$ cat src/rtl/param_datapath_seq.sv
// Parametrised register-file datapath with a built-in three-step
// sequencer: T1 latches Y, T2 executes into Z, T3 writes back.
module param_datapath_seq #(
   parameter int WIDTH = 32,
   parameter int NREGS = 16,
   localparam int AW = $clog2(NREGS)
) (
   input  logic             clock,
   input  logic             clear,
   input  logic             start,
   input  logic [3:0]       op,
   input  logic [AW-1:0]    ra,
   input  logic [AW-1:0]    rb,
   input  logic [AW-1:0]    rc,
   input  logic             ld_en,
   input  logic [AW-1:0]    ld_addr,
   input  logic [WIDTH-1:0] ld_data,
   input  logic [AW-1:0]    rd_addr,
   output logic [WIDTH-1:0] rd_data,
   output logic [WIDTH-1:0] bus_out,
   output logic [WIDTH-1:0] hi,
   output logic [WIDTH-1:0] lo,
   output logic             busy,
   output logic             done,
   output logic             flag_c,
   output logic             flag_z,
   output logic             err
);

   localparam int SW = $clog2(WIDTH);

   typedef enum logic [1:0] {
      IDLE,
      T1,
      T2,
      T3
   } state_t;

   state_t state, state_n;

   logic [WIDTH-1:0]   regs [NREGS];
   logic [WIDTH-1:0]   y;
   logic [WIDTH-1:0]   bus;
   logic [2*WIDTH-1:0] z;
   logic [2*WIDTH-1:0] alu_z;
   logic [WIDTH:0]     sum;
   logic [3:0]         op_q;
   logic [AW-1:0]      ra_q, rb_q, rc_q;
   logic               alu_c, alu_cwe, op_ok;

   assign rd_data = regs[rd_addr];
   assign bus_out = bus;

   always_comb begin
      bus = '0;
      unique case (state)
         T1:      bus = regs[rb_q];
         T2:      bus = regs[rc_q];
         T3:      bus = z[WIDTH-1:0];
         default: bus = '0;
      endcase
   end

   always_comb begin
      alu_z   = '0;
      alu_c   = 1'b0;
      alu_cwe = 1'b0;
      op_ok   = 1'b1;
      sum     = {1'b0, y} + {1'b0, bus};
      case (op_q)
         4'd0: begin
            alu_z[WIDTH-1:0] = sum[WIDTH-1:0];
            alu_c            = sum[WIDTH];
            alu_cwe          = 1'b1;
         end
         4'd1: begin
            alu_z[WIDTH-1:0] = y - bus;
            alu_c            = (y >= bus);
            alu_cwe          = 1'b1;
         end
         4'd2: alu_z[WIDTH-1:0] = y & bus;
         4'd3: alu_z[WIDTH-1:0] = y | bus;
         4'd4: alu_z[WIDTH-1:0] = y ^ bus;
         4'd5: alu_z[WIDTH-1:0] = y << bus[SW-1:0];
         4'd6: alu_z[WIDTH-1:0] = y >> bus[SW-1:0];
         4'd7: alu_z[WIDTH-1:0] = ~bus;
         4'd8: alu_z = {{WIDTH{1'b0}}, y}
                     * {{WIDTH{1'b0}}, bus};
         default: op_ok = 1'b0;
      endcase
   end

   always_ff @(posedge clock or negedge clear) begin
      if (!clear) state <= IDLE;
      else        state <= state_n;
   end

   always_comb begin
      state_n = state;
      unique case (state)
         IDLE:    if (start) state_n = T1;
         T1:      state_n = T2;
         T2:      state_n = T3;
         default: state_n = IDLE;
      endcase
   end

   always_ff @(posedge clock or negedge clear) begin
      if (!clear) begin
         for (int i = 0; i < NREGS; i++) regs[i] <= '0;
         y      <= '0;
         z      <= '0;
         hi     <= '0;
         lo     <= '0;
         flag_c <= 1'b0;
         flag_z <= 1'b0;
         err    <= 1'b0;
         done   <= 1'b0;
         busy   <= 1'b0;
         op_q   <= '0;
         ra_q   <= '0;
         rb_q   <= '0;
         rc_q   <= '0;
      end else begin
         busy <= (state_n != IDLE);
         done <= (state == T3);
         err  <= (state == T3) && !op_ok;
         unique case (state)
            IDLE: begin
               // load and start may share an edge; T1 then sees the new value
               if (ld_en) regs[ld_addr] <= ld_data;
               if (start) begin
                  op_q <= op;
                  ra_q <= ra;
                  rb_q <= rb;
                  rc_q <= rc;
               end
            end
            T1: y <= bus;
            T2: begin
               z <= alu_z;
               if (alu_cwe) flag_c <= alu_c;
            end
            default: begin
               if (op_ok) begin
                  regs[ra_q] <= z[WIDTH-1:0];
                  flag_z     <= (z[WIDTH-1:0] == '0);
                  if (op_q == 4'd8) begin
                     hi <= z[2*WIDTH-1:WIDTH];
                     lo <= z[WIDTH-1:0];
                  end
               end
            end
         endcase
      end
   end

endmodule

$ cat config.mk
export PLATFORM = sky130hd
export DESIGN_NAME = param_datapath_seq
export DESIGN_NICKNAME = d
export VERILOG_FILES = /design/src/rtl/param_datapath_seq.sv
export SDC_FILE = /design/constraint.sdc
export NUM_CORES = 2
export LEC_CHECK = 0
export CORE_ASPECT_RATIO = 0.5
export CORE_UTILIZATION = 40
export DETAILED_ROUTE_END_ITERATION = 8
export PLACE_DENSITY = 0.6
export SLEW_MARGIN = 20
export SYNTH_ARGS = -nofsm -noshare
export SYNTH_HDL_FRONTEND = slang
export SYNTH_SLANG_ARGS = --single-unit
$ cat constraint.sdc
create_clock -name clock -period 23.3 [get_ports clock]
set_input_delay 4.66 -clock clock [delete_from_list [all_inputs] [get_ports clock]]
set_output_delay 4.66 -clock clock [all_outputs]
set_load 0.01 [all_outputs]
# Word level (Yosys, flattened, before mapping)
# Cells that the tools add are included.
word_totals:
  ff_bits: 695
  inputBits: 60
  output_inout_bits: 133
classes:
  addsub: 2
  multipliers: 1
  order_cmp: 8
  eq_ne: 12
  shift: 2
  n_mux: 26
  n_bitwise: 11
  n_reduce_logical: 18
ops:
  columns: ["op", "n"]
  rows:
  - ["$bwmux W512", 2]
  - ["$mux W512", 2]
  - ["$pmux W512 S2", 1]
  - ["$bmux W32 S4", 3]
  - ["$mux W32", 9]
  - ["$pmux W32 S9", 1]
  - ["$demux W32 S4", 2]
  - ["$pmux W32 S3", 1]
  - ["$mul A32 B32 Y64", 1]
  - ["$add A32 B32 Y33", 1]
  - ["$and A32 B32 Y32", 1]
  - ["$ge A32 B32 Y1", 1]
  - ["$logic_not A32 Y1", 1]
  - ["$not A32 Y32", 1]
  - ["$or A32 B32 Y32", 1]
  - ["$shl A32 B5 Y32", 1]
  - ["$shr A32 B5 Y32", 1]
  - ["$sub A32 B32 Y32", 1]
  - ["$xor A32 B32 Y32", 1]
  - ["$ge A5 B5 Y1 const B", 5]
  - ["$not A4 Y5", 5]
  - ["$eq A4 B3 Y1 const B", 4]
  - ["$lt A5 B1 Y1 const B", 2]
  - ["$reduce_or A9 Y1", 1]
  - ["other kinds (20)", 31]

# Depth between registers and ports, before layout
logic_depth:
  ltp_word: 8
  depth_mapped: 41
  depth_no_buf: 34

# Least setup slack after synthesis
# OpenSTA, ideal clock, no wires.
synth_timing:
  kind: "input port to output port"
  from: "input rd_addr[0]"
  to: "output rd_data[11]"
  arrival_time_ns: 6.760
  required_ns: 18.640
  slack_ns: 11.880
  cell_stages: 4
  n_path_buf: 2
  path_cell_list: "clkbuf_1 -> buf_1 -> mux4_2 -> mux4_2"
synth_via:
  elab_chain_len: 4
synth_rtl:
  columns: ["element", "line", "rtl"]
  rows:
  - ["from (decl)", "18", "input logic [AW-1:0] rd_addr,"]
  - ["$not A4 Y5 (implied by the code)", "51", "assign rd_data = regs[rd_addr];"]
  - ["$bmux W32 S4", "51", null]
  - ["$mux W32 (implied by the code) (2 in series)", "51", null]
  - ["to (decl)", "19", "output logic [WIDTH-1:0] rd_data,"]
# Every way passes these cells. The select of a mux whose other input is x is not followed.

# Worst setup path after layout
layout_timing:
  from: "register rc_q[1]"
  to: "register z[59]"
layout_via:
  elab_chain_len: 7
layout_rtl:
  columns: ["element", "line", "rtl"]
  rows:
  - ["from (decl)", "48", "logic [AW-1:0] ra_q, rb_q, rc_q;"]
  - ["from (signal assigned)", "136", "rc_q <= rc;"]
  - ["$not A4 Y5 (implied by the code)", "58", "T2: bus = regs[rc_q];"]
  - ["$bmux W32 S4", "58", null]
  - ["$mux W32 (implied by the code) (2 in series)", "58", null]
  - ["$pmux W32 S3", "56", "unique case (state)"]
  - ["$mul A32 B32 Y64", "88", "* {{WIDTH{1'b0}}, bus};"]
  - ["$mux W32", "70", "case (op_q)"]
  - ["to (signal assigned)", "141", "z <= alu_z;"]
  - ["to (decl)", "44", "logic [2*WIDTH-1:0] z;"]
# Every way passes these cells. The select of a mux whose other input is x is not followed.
# A chain may end at the register's enable or synchronous reset.

==> run_results.csv <==
group,metric,value,unit
clock_tree,clkLatencyLatePin,0.74,ns
global_routing,antenna_found_initial,10,
sta,fin_worst_skew,0.0753,ns
yosys,synth_edf_count,0,
sta,setup_violations,0,
clock_tree,cts_tree,"built",
yosys,synthesis.area,81700,µm²
die,die_w,641,µm
layout,multi_input_comb_area,58000,µm²
routing,dr_total_vias,70339,
sta,layout_min_cycle_time,13.34,ns
yosys,synth_area_per_cell,9.90,µm²
job,drv_cap,0,
run_status,status,"finished, final reports clean",
clock_tree,hold_buffers,0,
sta,max_freq,75.0,MHz
worst_setup_path,slowest_delay,0.95,ns
worst_setup_path,path_common_cell,"fa_1",
die,die_y,321,µm
yosys,postSynthCellCount,8247,
die,ios,193,
yosys,synthXorXnorAreaFrac,0.708,%
yosys,synth_compound_area_share,16.7,%
worst_setup_path,crit_type,"flip-flop to flip-flop",
sta,worst_pin_slew,1.17,ns
clock_tree,post_cts_buffers,0,
layout,drive_above_1_share,13.0,%
yosys,synth_top_cell_by_area,"fa_1",
clock_tree,clockBufferDepth,3,
global_routing,grt_use_total,33.2,%
layout,nNetsFinal,9336,
layout,regArea,17400,µm²
worst_setup_path,path_max_fanout,51,
layout,fillCellCount,19308,
min_path,hold_class,"flip-flop to flip-flop",
clock_tree,htree_levels,3,
yosys,synthFlopType,"dfrtp_1",
worst_setup_path,start_kind,"flip-flop",
yosys,synth_cell_types,100,
die,core_area,201000,µm²
worst_setup_path,crit_path_top_delay_cell,"dfrtp_4",
die,initial_utilization,40.5,%
global_routing,grt-ovfl-total,0,
yosys,synth_fp_nets,9569,
place,hpwl,230000,µm
routing,dr.first_iter.drc_count,8930,
clock_tree,ctsResizeCount,0,
global_routing,grt_max_degree,159,
routing,ant_nets,0,
die,rows,116,
sta,fin_crit_sh,57.2,%
routing,wl,343000,µm
routing,first_pass_iters,8,
sta,final_hold_viol_count,0,
worst_setup_path,worstPathArrival,13.89,ns
clock_tree,cts_root_buffer,"clkbuf_16",
global_routing,grt_pass1_wl,497000,µm
clock_tree,numCtsBuffers,78,
place,io_buffer_count,192,
routing,drc_errors,0,
routing,wire_per_inst,31.8,µm
yosys,async_reset_ff_share,100,%
sta,fin_hold_ws,0.481,ns
sta,slew_headroom,20.1,%
sta,slew_viol_final,0,
routing,viasPerCell,6.52,
yosys,yosys_warnings,0,
clock_tree,clk_pin_slew,0.07,ns
layout,syn_to_final_growth,8.77,%
yosys,yosysSeqAreaShare,21.3,%
yosys,yosysTopAreaCellShare,22.0,%
die,dieArea,206000,µm²
yosys,synthSimpleGateAreaFrac,9.57,%
yosys,synth_top_family_by_area,"adder cells",
place,place.gp.congestion,1.02,
yosys,synthMuxAreaShare,15.8,%
yosys,synth-seq-cells,695,
worst_setup_path,cp-end-kind,"flip-flop",
yosys,synth_adder_area_share,27.6,%
clock_tree,cts.sinks,695,
worst_setup_path,crit_required,23.85,ns
global_routing,grt_pass1_vias,69979,
sta,rsz0062_at_grt,"no",
sta,fin_tns_setup,0,ns
yosys,synth.area.top_cells,"fa_1, dfrtp_1, mux4_2",
==> synth_stat cells (all sizes together) (51+ instances only) <==
master  instances
a21oi         214
o22a          161
mux2i         121
buf           156
mux4          469
ha            364
o21ai         361
fa            898
o21a          328
nand2        1003
nand3          60
o221ai        341
xnor2          51
inv           978
a21o           56
dfrtp         695
clkbuf        576
mux2           98
a22oi          75
nor2          645
==> cells in the final DEF, fill, tap and decap left out, drive strengths merged, types with 29 or more instances in the layout <==
master         instances
nand2               1003
inv                  980
fa                   898
dfrtp                695
nor2                 645
mux4                 469
ha                   364
o21ai                361
o221ai               341
o21a                 328
buf                  232
a21oi                214
clkdlybuf4s50        187
o22a                 161
mux2i                121
clkbuf               114
mux2                  98
a22oi                 75
nand3                 60
a21o                  56
xnor2                 51
nand2b                49
a31oi                 41
clkinv                39
a211oi                34
nor3                  33
o211ai                32
o22ai                 29
a22o                  29
a221oi                29
==> through the flow <==
| stage | worst slack, ns | instances | instance area (µm²) | utilization [%] |
|---|---|---|---|---|
| 6_report | 9.96 | 10793 | 88800 | 44.1 |
| 5_1_grt | 9.69 | 10788 | 88800 | 44.1 |
| 4_1_cts | 10.28 | 10788 | 88800 | 44.1 |
| 3_5_place_dp | 10.38 | 10648 | 86200 | 42.8 |
| 3_3_place_gp | 10.52 | 10648 | 86200 | 42.8 |
| 2_1_floorplan | 11.88 | 8247 | 81700 | - |
==> registers in the layout, summed over array words and instances, names as in the netlist, 2 cells and up <==
| register | flops |
|---|---|
| z | 64 |
| op_q | 4 |
| hi | 32 |
| state | 2 |
| rc_q | 4 |
| rb_q | 4 |
| lo | 32 |
| regs | 512 |
| y | 32 |
| ra_q | 4 |
==> worst max-delay path, delay by kind of cell, from the launching register on <==
family                   cells  cell delay (ns)
multiplexers                 2             0.90
buffers and inverters        6             2.54
adder cells (fa/ha/maj)      9             4.32
AO/OA/AOI/OAI               12             3.95
XOR/XNOR                     1             0.15
AND/OR/NAND/NOR              1             0.14
flip-flops                   1             0.95
==> kinds of logic (layout without fill, tap and decap cells) <==
kind of cell | count (synthesis) | in the layout
AO/OA/AOI/OAI | 1890 | 1890
XOR/XNOR | 66 | 66
adder cells (fa/ha/maj) | 1262 | 1262
buffers and inverters | 1730 | 1557
flip-flops | 695 | 695
multiplexers | 688 | 688
other | 0 | 5
AND/OR/NAND/NOR | 1916 | 1916
==> cell type report <==
cell class                 instances  area share (%)
timing repair buffer             419            4.10
tap                             2714            3.82
clock buffer                     114            2.61
inverter                         998            4.22
clock inverter                    26           0.338
antenna                            5          0.0141
multi-input combinational       5822            65.3
sequential                       695            19.6
==> routing by layer <==
metal	part of all wire (%)	vias to the layer above	track usage, %
met5	0.046	-	0.210
met1	38	36211	43.3
met3	12	1200	9.06
li1	-	28255	-
met2	44	4661	50.2
met4	6.6	12	18.2
==> final timing paths <==
path | startpoint | endpoint | slack (ns) | cells after the start
worst min-delay path | z[62] | hi[30] | 0.48 | 1
max in group asynchronous | clear | hi[4] | 16.10 | 4
worst max register to register | rc_q[1] | z[59] | 9.96 | 31
worst max-delay path | rc_q[1] | z[59] | 9.96 | 31
worst min register to register | z[62] | hi[30] | 0.48 | 1
min in group asynchronous | clear | regs[39] | 4.02 | 1
Power is left out: the tool's default activity adds up to more than one toggle a clock period on the data nets, which glitch-free logic cannot reach.
